## src/rtl/rf_arb_pkg.sv

```systemverilog
// Shared types and constants for the register-file read port arbiter.
package rf_arb_pkg;

    typedef enum logic {
        IDLE = 1'b0,
        OWN  = 1'b1
    } arb_state_t;

    localparam int DEF_NUM_REQ  = 4;
    localparam int DEF_ADDR_W   = 5;
    localparam int DEF_DATA_W   = 32;
    localparam int DEF_MAX_HOLD = 4;

    // Width of the shared mux selector; one spare bit keeps NUM_REQ=1 legal.
    function automatic int sel_w(input int n);
        return $clog2(n) + 1;
    endfunction

endpackage

```

## src/rtl/rr_priority_pick.sv

```systemverilog
// Circular priority pick: first set request strictly after ptr, wrapping around.
module rr_priority_pick
    import rf_arb_pkg::*;
#(
    parameter int N = DEF_NUM_REQ
) (
    input  logic [N-1:0]          req,
    input  logic [sel_w(N)-1:0]   ptr,
    output logic                  found,
    output logic [sel_w(N)-1:0]   idx,
    output logic [N-1:0]          onehot
);

    // Walk offsets ptr+1, ptr+2, ... ptr+N and take the first set request.
    always_comb begin
        found  = 1'b0;
        idx    = '0;
        onehot = '0;
        for (int k = 1; k <= N; k++) begin
            for (int i = 0; i < N; i++) begin
                if (!found && req[i] && (((int'(ptr) + k) % N) == i)) begin
                    found     = 1'b1;
                    idx       = sel_w(N)'(i);
                    onehot[i] = 1'b1;
                end
            end
        end
    end

endmodule

```

## src/rtl/rf_read_port_arbiter.sv

```systemverilog
// Round-robin owner of the shared register-file read port, with hold limit
// and registered read-response capture.
module rf_read_port_arbiter
    import rf_arb_pkg::*;
#(
    parameter int NUM_REQ  = DEF_NUM_REQ,
    parameter int ADDR_W   = DEF_ADDR_W,
    parameter int DATA_W   = DEF_DATA_W,
    parameter int MAX_HOLD = DEF_MAX_HOLD
) (
    input  logic                             clk,
    input  logic                             rst,
    input  logic [NUM_REQ-1:0]               req,
    input  logic [NUM_REQ-1:0][ADDR_W-1:0]   req_addr,
    output logic [ADDR_W-1:0]                rf_addr,
    input  logic [DATA_W-1:0]                rf_rdata,
    output logic [sel_w(NUM_REQ)-1:0]        sel,
    output logic [NUM_REQ-1:0]               gnt,
    output logic [NUM_REQ-1:0]               rsp_valid,
    output logic [DATA_W-1:0]                rsp_data,
    output logic                             busy
);

    localparam int SEL_W  = sel_w(NUM_REQ);
    localparam int HOLD_W = $clog2(MAX_HOLD) + 1;
    localparam logic [HOLD_W-1:0] HOLD_LAST = HOLD_W'(MAX_HOLD - 1);
    localparam logic [SEL_W-1:0]  PTR_INIT  = SEL_W'(NUM_REQ - 1);

    arb_state_t          state_q, state_d;
    logic [NUM_REQ-1:0]  gnt_q, gnt_d;
    logic [SEL_W-1:0]    sel_q, sel_d;
    logic [HOLD_W-1:0]   hold_cnt_q, hold_cnt_d;
    logic [SEL_W-1:0]    rr_ptr_q, rr_ptr_d;
    logic [NUM_REQ-1:0]  rsp_valid_q, rsp_valid_d;
    logic [DATA_W-1:0]   rsp_data_q, rsp_data_d;

    logic [NUM_REQ-1:0]  pick_vec;
    logic [SEL_W-1:0]    pick_ptr;
    logic                pick_found;
    logic [SEL_W-1:0]    pick_idx;
    logic [NUM_REQ-1:0]  pick_onehot;
    logic                owner_req;
    logic [NUM_REQ-1:0]  xfer_vec;

    // Candidates exclude the current owner; in OWN the search starts after the owner.
    assign pick_vec = req & ~gnt_q;
    assign pick_ptr = (state_q == OWN) ? sel_q : rr_ptr_q;

    rr_priority_pick #(
        .N (NUM_REQ)
    ) u_pick (
        .req    (pick_vec),
        .ptr    (pick_ptr),
        .found  (pick_found),
        .idx    (pick_idx),
        .onehot (pick_onehot)
    );

    // State, grant, pointer and response registers.
    always_ff @(posedge clk or posedge rst) begin
        if (rst) begin
            state_q     <= IDLE;
            gnt_q       <= '0;
            sel_q       <= '0;
            hold_cnt_q  <= '0;
            rr_ptr_q    <= PTR_INIT;
            rsp_valid_q <= '0;
            rsp_data_q  <= '0;
        end else begin
            state_q     <= state_d;
            gnt_q       <= gnt_d;
            sel_q       <= sel_d;
            hold_cnt_q  <= hold_cnt_d;
            rr_ptr_q    <= rr_ptr_d;
            rsp_valid_q <= rsp_valid_d;
            rsp_data_q  <= rsp_data_d;
        end
    end

    // Next owner: keep, rotate on hold expiry, hand over on drop, or go idle.
    always_comb begin
        state_d    = state_q;
        gnt_d      = gnt_q;
        sel_d      = sel_q;
        hold_cnt_d = hold_cnt_q;
        rr_ptr_d   = rr_ptr_q;
        owner_req  = |(req & gnt_q);
        case (state_q)
            IDLE: begin
                if (pick_found) begin
                    state_d    = OWN;
                    gnt_d      = pick_onehot;
                    sel_d      = pick_idx;
                    hold_cnt_d = '0;
                end
            end
            OWN: begin
                if (owner_req && ((hold_cnt_q < HOLD_LAST) || !pick_found)) begin
                    if (hold_cnt_q < HOLD_LAST) begin
                        hold_cnt_d = hold_cnt_q + 1'b1;
                    end
                end else begin
                    rr_ptr_d   = sel_q;
                    hold_cnt_d = '0;
                    if (pick_found) begin
                        gnt_d = pick_onehot;
                        sel_d = pick_idx;
                    end else begin
                        state_d = IDLE;
                        gnt_d   = '0;
                        sel_d   = '0;
                    end
                end
            end
            default: begin
                state_d = IDLE;
            end
        endcase
    end

    // Address mux toward the register file and response capture on a transfer.
    always_comb begin
        xfer_vec = req & gnt_q;
        rf_addr  = '0;
        for (int i = 0; i < NUM_REQ; i++) begin
            if (gnt_q[i]) begin
                rf_addr = req_addr[i];
            end
        end
        rsp_valid_d = xfer_vec;
        rsp_data_d  = rsp_data_q;
        if (|xfer_vec) begin
            rsp_data_d = rf_rdata;
        end
    end

    assign gnt       = gnt_q;
    assign sel       = sel_q;
    assign rsp_valid = rsp_valid_q;
    assign rsp_data  = rsp_data_q;
    assign busy      = (state_q == OWN);

endmodule

```

## config.mk

```make
export PLATFORM = sky130hd
export DESIGN_NAME = rf_read_port_arbiter
export DESIGN_NICKNAME = d
export VERILOG_FILES = /design/src/rtl/rf_arb_pkg.sv /design/src/rtl/rr_priority_pick.sv /design/src/rtl/rf_read_port_arbiter.sv
export SDC_FILE = /design/constraint.sdc
export NUM_CORES = 1
export LEC_CHECK = 0
export CAP_MARGIN = 20
export CORE_ASPECT_RATIO = 0.9
export CORE_UTILIZATION = 42
export CTS_CLUSTER_SIZE = 20
export DETAILED_ROUTE_END_ITERATION = 8
export HOLD_SLACK_MARGIN = 0.12
export PLACE_DENSITY = 0.78
export SLEW_MARGIN = 30
export SYNTH_ARGS = -nofsm -noshare
export SYNTH_HDL_FRONTEND = slang
export SYNTH_SLANG_ARGS = --single-unit
```

## constraint.sdc

```tcl
create_clock -name clk -period 2.2 [get_ports clk]
set_clock_uncertainty 0.15 [all_clocks]
set_input_delay 0.55 -clock clk [delete_from_list [all_inputs] [get_ports clk]]
set_output_delay 0.55 -clock clk [all_outputs]
set_load 0.1 [all_outputs]
```

==> summary.txt, run 1 <==
Status
  – Status: finished, violations left
  – Failing checks: setup timing

Floorplan
  – Initial Util: 0.444
  – I/O pins: 107
  – DIE AREA: 0.00592 mm²
  – Overall die height: 73.1 µm
  – Die width: 81.0 µm
  – Cell Rows: 25
  – CORE AREA: 0.00532 mm²

CTS
  – CTS tree: done
  – CTS sink cnt: 48
  – Total CTS buffers: 5
  – # H-tree levels: 2
  – Clk Latency, worst-skew pair: 0.30 ns
  – Clk buf depth: 2
  – Clock-pin slew on the worst setup and hold paths: 0.09 ns
  – Root buf cell: clkbuf_8

Worst setup path
  – Req. time, crit path: 1.50 ns
  – Type of origin of the critical path: flip-flop
  – Depth of the most critical reg-to-reg path: 6
  – Kind of critical path: reg2out
  – R2r endpoint: sel[0]
  – FF-to-FF Start: gnt[2]
  – Max Fanout on Critical Path: 6
  – Crit path DAT: 1.66 ns
  – CP Capture Type: output port
  – CP endpoint: rf_addr[3]
  – Max incr delay on CP: 0.54 ns
  – Critical-path top delay cell: dfrtp_4
  – Worst reg2reg setup slack: 0.15 ns
  – Critical Path Start: gnt[0]
  – Crit path cell chain: nor2b_4, a22oi_1, nor2_1, a21oi_1, o21ai_4, buf_12

Drt
  – Met2 wire len: 3200 µm
  – Top layer reached by signal wires: met4
  – 1st-iter DRT viols: 71
  – Via total after detailed routing: 2391
  – DRT Pass-1 Iters: 4
  – DRC: 0
  – Antenna Nets Post-Route: 0
  – Number of vias per cell: 5.11
  – M1 WL: 2620 µm
  – Routed wire per std cell: 14.3 µm
  – DR WL met3: 778 µm
  – Routed WL: 6690 µm

STA
  – Hold WS: 0.326 ns
  – Relative slew slack: 0.631
  – Fin Setup TNS: -0.773 ns
  – Worst-margin pin slew: 0.553 ns
  – F_max: 423 MHz
  – Final WS setup: -0.164 ns
  – Minimum clock period: 2.36 ns
  – RSZ-0062 raised after global routing: yes
  – Hold Vio Cnt, Final: 0
  – Fin. max-slew vios: 0
  – Fin crit share: 1.07
  – Final setup viols: 5

Layout
  – Most frequent cells in the layout: 111 x nand2_1, 55 x clkdlybuf4s50_1, 49 x buf_4
  – Fillers: 367
  – Fin cells: 468
  – Ant. Diodes: 0
  – Share of layout cells above drive strength 1: 0.302
  – Commonest non-fill, non-tap cell in the layout: nand2_1
  – Cell area after layout: 0.00414 mm²
  – Fin nets: 459
  – Area Overhead vs Synth: 75.5%

Global routing
  – Vias in the first global route: 2346
  – GRT Residual Overflow: 0
  – Initial antenna violation count: 0
  – Largest net degree at the start of global routing: 29
  – GRT Total Usage: 0.233
  – Global-route wire length before repair: 10600 µm

Yosys
  – Ys async rst share: 1.00
  – Number of synthesized flops with an enable pin: 0
  – Synth warn: 0
  – Mapped cell area: 0.00236 mm²
  – Distinct cells, synth: 37
  – Sequential area share after synthesis: 0.510
  – Syn nets: 331
  – Synthesized instance count: 272
  – Most used DFF post-synth: dfrtp_1
  – FF+latch count, synth: 48
  – Mapped Avg Cell Area: 8.68 µm²

Placed design
  – Placed cell area: 0.00398 mm²
  – Placed insts: 454
  – Post-DP HPWL: 5020 µm
  – RD Place Congestion: 0.827
  – PortBufs: 105

Hold path
  – Worst min path class: reg2reg

Run
  – Max_cap viols: 0
## worst max-delay path: cells and delay by family, from the launching register on
| family | cells | cell delay (ns) |
|---|---|---|
| flops | 1 | 0.54 |
| compound gates | 3 | 0.42 |
| simple gates | 2 | 0.23 |
| buf+inv | 1 | 0.17 |
## metrics by stage
step           utilization  setup WS [ns]
2_1_floorplan            -         -0.241
3_3_place_gp         0.748         -0.240
3_5_place_dp         0.748         -0.330
4_1_cts              0.773         -0.165
5_1_grt              0.779         -0.240
6_report             0.779         -0.164
## sequential cells by signal, indices dropped and copies added, names as in the netlist
| name | cells |
|---|---|
| busy | 1 |
| gnt | 4 |
| hold_cnt_q | 3 |
| rr_ptr_q | 2 |
| rsp_data | 32 |
| rsp_valid | 4 |
| sel | 2 |
## logic make-up after synthesis
| logic type | Yosys count | synth area share |
|---|---|---|
| DFF | 48 | 0.510 |
| and+or+nand+nor | 134 | 0.236 |
| AOI/OAI and AO/OA | 56 | 0.156 |
| muxes | 7 | 0.0371 |
| buffers and inverters | 25 | 0.0536 |
| other | 1 | 0.00159 |
| adders and majority gates | 1 | 0.00530 |
## metal layers
layer	GRT usage	vias to the layer above
li1	-	1155
met1	0.264	1103
met2	0.397	122
met3	0.106	11
met4	0.0595	0
met5	0	-
## worst min path at each step
stage                        from             to  slack (ns)  cells past startpoint
floorplan           hold_cnt_q[2]  hold_cnt_q[0]        0.33                      1
global placement      rsp_data[6]    rsp_data[6]        0.30                      2
detailed placement    rsp_data[6]    rsp_data[6]        0.31                      2
CTS                   rsp_data[6]    rsp_data[6]        0.33                      2
global route          rsp_data[7]    rsp_data[7]        0.36                      2
finish                rsp_data[7]    rsp_data[7]        0.33                      2
## synthesized netlist by cell type, types with 3 or more instances
| cell type | count | share of area |
|---|---|---|
| a21oi_1 | 18 | 0.038 |
| nor2_1 | 7 | 0.011 |
| nand2_1 | 112 | 0.18 |
| o22ai_1 | 5 | 0.013 |
| o2bb2ai_1 | 4 | 0.015 |
| nand2b_1 | 4 | 0.011 |
| a22oi_1 | 5 | 0.016 |
| inv_1 | 7 | 0.011 |
| mux2_2 | 4 | 0.019 |
| o221ai_1 | 3 | 0.011 |
| clkbuf_1 | 6 | 0.0095 |
| nand3_1 | 3 | 0.0064 |
| nor2b_1 | 4 | 0.011 |
| o21ai_0 | 9 | 0.019 |
| buf_2 | 8 | 0.017 |
| dfrtp_1 | 46 | 0.49 |
## cell type report
type                            count  area [µm²]  area share
Timing Repair Buffer              139        1600       0.386
Sequential cell                    48        1220       0.294
Multi-Input combinational cell    199        1120       0.270
Tap cell                           67        83.8      0.0202
Clock buffer                        6        82.6      0.0199
Inverter                            7        26.3     0.00635
Clock inverter                      2        13.8     0.00332
## repair_timing
| action | CTS | global route |
|---|---|---|
| gates resized for setup | 7 | 2 |
| pin swaps | 2 | 5 |
| hold buffers | 0 | 0 |
| setup buffers | 3 | 3 |
| cloned | 0 | 0 |
| endpoints found under the hold margin | 0 | 0 |
| setup endpoints to repair | 6 | 11 |
Power of run 1 is not shown: default switching activity piles up to over one toggle a cycle in this logic, so the estimate is an artifact.
==> inputs of run 2 (changes only) <==
--- a/config.mk
+++ b/config.mk
@@ -8,7 +8,6 @@
 export CAP_MARGIN = 20
 export CORE_ASPECT_RATIO = 0.9
 export CORE_UTILIZATION = 42
-export CTS_CLUSTER_SIZE = 20
 export DETAILED_ROUTE_END_ITERATION = 8
 export HOLD_SLACK_MARGIN = 0.12
 export PLACE_DENSITY = 0.78
==> results of run 2 <==
Same layout as run 1: the final DEF is identical, and so are final timing and power.
Power of run 2 is left out for the same reason.
==> inputs of run 3 (changes only) <==
--- a/config.mk
+++ b/config.mk
@@ -7,10 +7,11 @@
 export LEC_CHECK = 0
 export CAP_MARGIN = 20
 export CORE_ASPECT_RATIO = 0.9
-export CORE_UTILIZATION = 42
+export CORE_MARGIN = 3
+export CORE_UTILIZATION = 26
 export DETAILED_ROUTE_END_ITERATION = 8
 export HOLD_SLACK_MARGIN = 0.12
-export PLACE_DENSITY = 0.78
+export PLACE_DENSITY = 0.51
 export SLEW_MARGIN = 30
 export SYNTH_ARGS = -nofsm -noshare
 export SYNTH_HDL_FRONTEND = slang
==> run 3 against run 2 <==
  * The run still ends with setup timing left
  * First-iteration DRC count increased by 28%
  * Non-clock buffer count down 2
  * Setup slack gained 0.021 ns
==> summary.txt, run 3 (synthesis gave the netlist of run 1 again) <==
STA
  – Final WS setup: -0.143 ns (was -0.164 ns)
  – Minimum clock period: 2.34 ns (was 2.36 ns)
  – Hold Vio Cnt, Final: 0 (unchanged)
  – Relative slew slack: 0.648 (was 0.631)
  – RSZ-0062 raised after global routing: yes (unchanged)
  – Hold WS: 0.369 ns (was 0.326 ns)
  – Fin Setup TNS: -0.637 ns (was -0.773 ns)
  – Fin. max-slew vios: 0 (unchanged)
  – Worst-margin pin slew: 0.528 ns (was 0.553 ns)
  – F_max: 427 MHz (was 423 MHz)
  – Fin crit share: 1.07 (about the same)
  – Final setup viols: 5 (unchanged)

Worst setup path
  – Req. time, crit path: 1.50 ns (about the same)
  – Critical Path Start: req_addr[5] (was gnt[0])
  – FF-to-FF Start: gnt[2] (unchanged)
  – Type of origin of the critical path: input port (was flip-flop)
  – Kind of critical path: in2out (was reg2out)
  – CP Capture Type: output port (unchanged)
  – Crit path DAT: 1.64 ns (was 1.66 ns)
  – Max Fanout on Critical Path: 1 (was 6)

Hold path
  – Worst hold start: hold_cnt_q[0] (was rsp_data[7])
  – Worst min path class: reg2reg (unchanged)

Run
  – Max_cap viols: 0 (unchanged)

CTS
  – Root buf cell: clkbuf_8 (unchanged)
  – Total CTS buffers: 5 (unchanged)
  – CTS sink cnt: 48 (unchanged)
  – CTS tree: done (unchanged)
  – Hold-fix buffers, CTS: 0 (unchanged)
  – # H-tree levels: 2 (unchanged)
  – Clock-pin slew on the worst setup and hold paths: 0.08 ns (was 0.09 ns)
  – Clk Latency, worst-skew pair: 0.30 ns (about the same)
  – Clk buf depth: 2 (unchanged)

Status
  – Failing checks: setup timing (unchanged)
  – Status: finished, violations left (unchanged)

Global routing
  – Vias in the first global route: 2360 (was 2346)
  – Global-route wire length before repair: 11300 µm (was 10600 µm)
  – Largest net degree at the start of global routing: 34 (was 29)
  – GRT Residual Overflow: 0 (unchanged)
  – Initial antenna violation count: 0 (unchanged)
  – GRT Total Usage: 0.136 (was 0.233)

Floorplan
  – I/O pins: 107 (unchanged)
  – CORE AREA: 0.00869 mm² (was 0.00532 mm²)
  – Overall die height: 96.4 µm (was 73.1 µm)
  – Cell Rows: 32 (was 25)
  – Die width: 106 µm (was 81.0 µm)
  – DIE AREA: 0.0103 mm² (was 0.00592 mm²)
  – Initial Util: 0.272 (was 0.444)

Layout
  – Ant. Diodes: 0 (unchanged)
  – Largest register FFs: 32 (unchanged)
  – Share of layout cells above drive strength 1: 0.296 (was 0.302)
  – Commonest non-fill, non-tap cell in the layout: nand2_1 (unchanged)
  – Most frequent cells in the layout: 112 x nand2_1, 56 x clkdlybuf4s50_1, 48 x buf_12 (was 111 x nand2_1, 55 x clkdlybuf4s50_1, 49 x buf_4)
  – Area Overhead vs Synth: 85.7% (was 75.5%)
  – Fin nets: 457 (was 459)

Placed design
  – Post-DP HPWL: 5360 µm (was 5020 µm)
  – PortBufs: 105 (unchanged)
  – RD Place Congestion: 0.784 (was 0.827)

Drt
  – Via total after detailed routing: 2347 (was 2391)
  – Antenna Nets Post-Route: 0 (unchanged)
  – DRT Pass-1 Iters: 4 (unchanged)
  – Routed WL: 6920 µm (was 6690 µm)
  – 1st-iter DRT viols: 91 (was 71)
  – Routed wire per std cell: 13.4 µm (was 14.3 µm)
  – Number of vias per cell: 4.53 (was 5.11)
  – DRC: 0 (unchanged)
[run 3: cell types whose count changed in the layout (fill, tap and decap cells not counted), sizes merged]
cell / before / now
dlymetal6s2s: 0 / 1
dlygate4sd2: 2 / 0
clkbuf: 6 / 7
inv: 8 / 7
clkdlybuf4s50: 55 / 56
buf: 82 / 80
[run 3: worst max-delay path, stage by stage]
cell             delay [ns]
clkdlybuf4s50_1        0.42
a22oi_2                0.22
nor2_2                 0.06
a21oi_2                0.16
o21ai_4                0.07
buf_12                 0.16
[run 3: cell type report]
class                   instances  area [µm²]
fillers                       826        4310
well taps                     119         149
repair buffers                137        1770
inverters                       7        26.3
multi-input cells             199        1120
flip-flops and latches         48        1220
clock buffers                   7        86.3
clock inverters                 1        8.76
[run 3: repair_timing]
action | CTS | global route
buffers inserted | 2 | 1
endpoints found under the setup margin | 7 | 13
pin swaps | 4 | 3
gates cloned | 0 | 0
gates resized for setup | 5 | 4
[run 3: worst paths after layout]
kind	endpoint	slack, ns	cells after the start
setup / recovery	rf_addr[0]	-0.14	6
hold / removal	hold_cnt_q[0]	0.37	1
setup reg to reg	sel[0]	0.19	6
hold reg to reg	hold_cnt_q[0]	0.37	1
max in group asynchronous	rr_ptr_q[0]	1.22	3
min in group asynchronous	rsp_data[30]	0.43	3
[run 3: metal layers]
metal | vias up | track usage | wire length [µm]
met2 | 96 | 0.222 | 3100
met3 | 2 | 0.0678 | 815
met4 | 0 | 0.0192 | 15
li1 | 1154 | - | -
met5 | - | 0 | 0
met1 | 1095 | 0.168 | 2990
[run 3: per-stage QoR]
step                      instances  setup slack, ns   util  area (µm²)
after floorplan                 272           -0.241      -        2450
after global placement          507           -0.307  0.486        4220
after detailed placement        507           -0.318  0.486        4220
after CTS                       517           -0.178  0.503        4370
after global routing            518           -0.242  0.504        4380
final                           518           -0.143  0.504        4380
Power of run 3 is left out for the same reason.
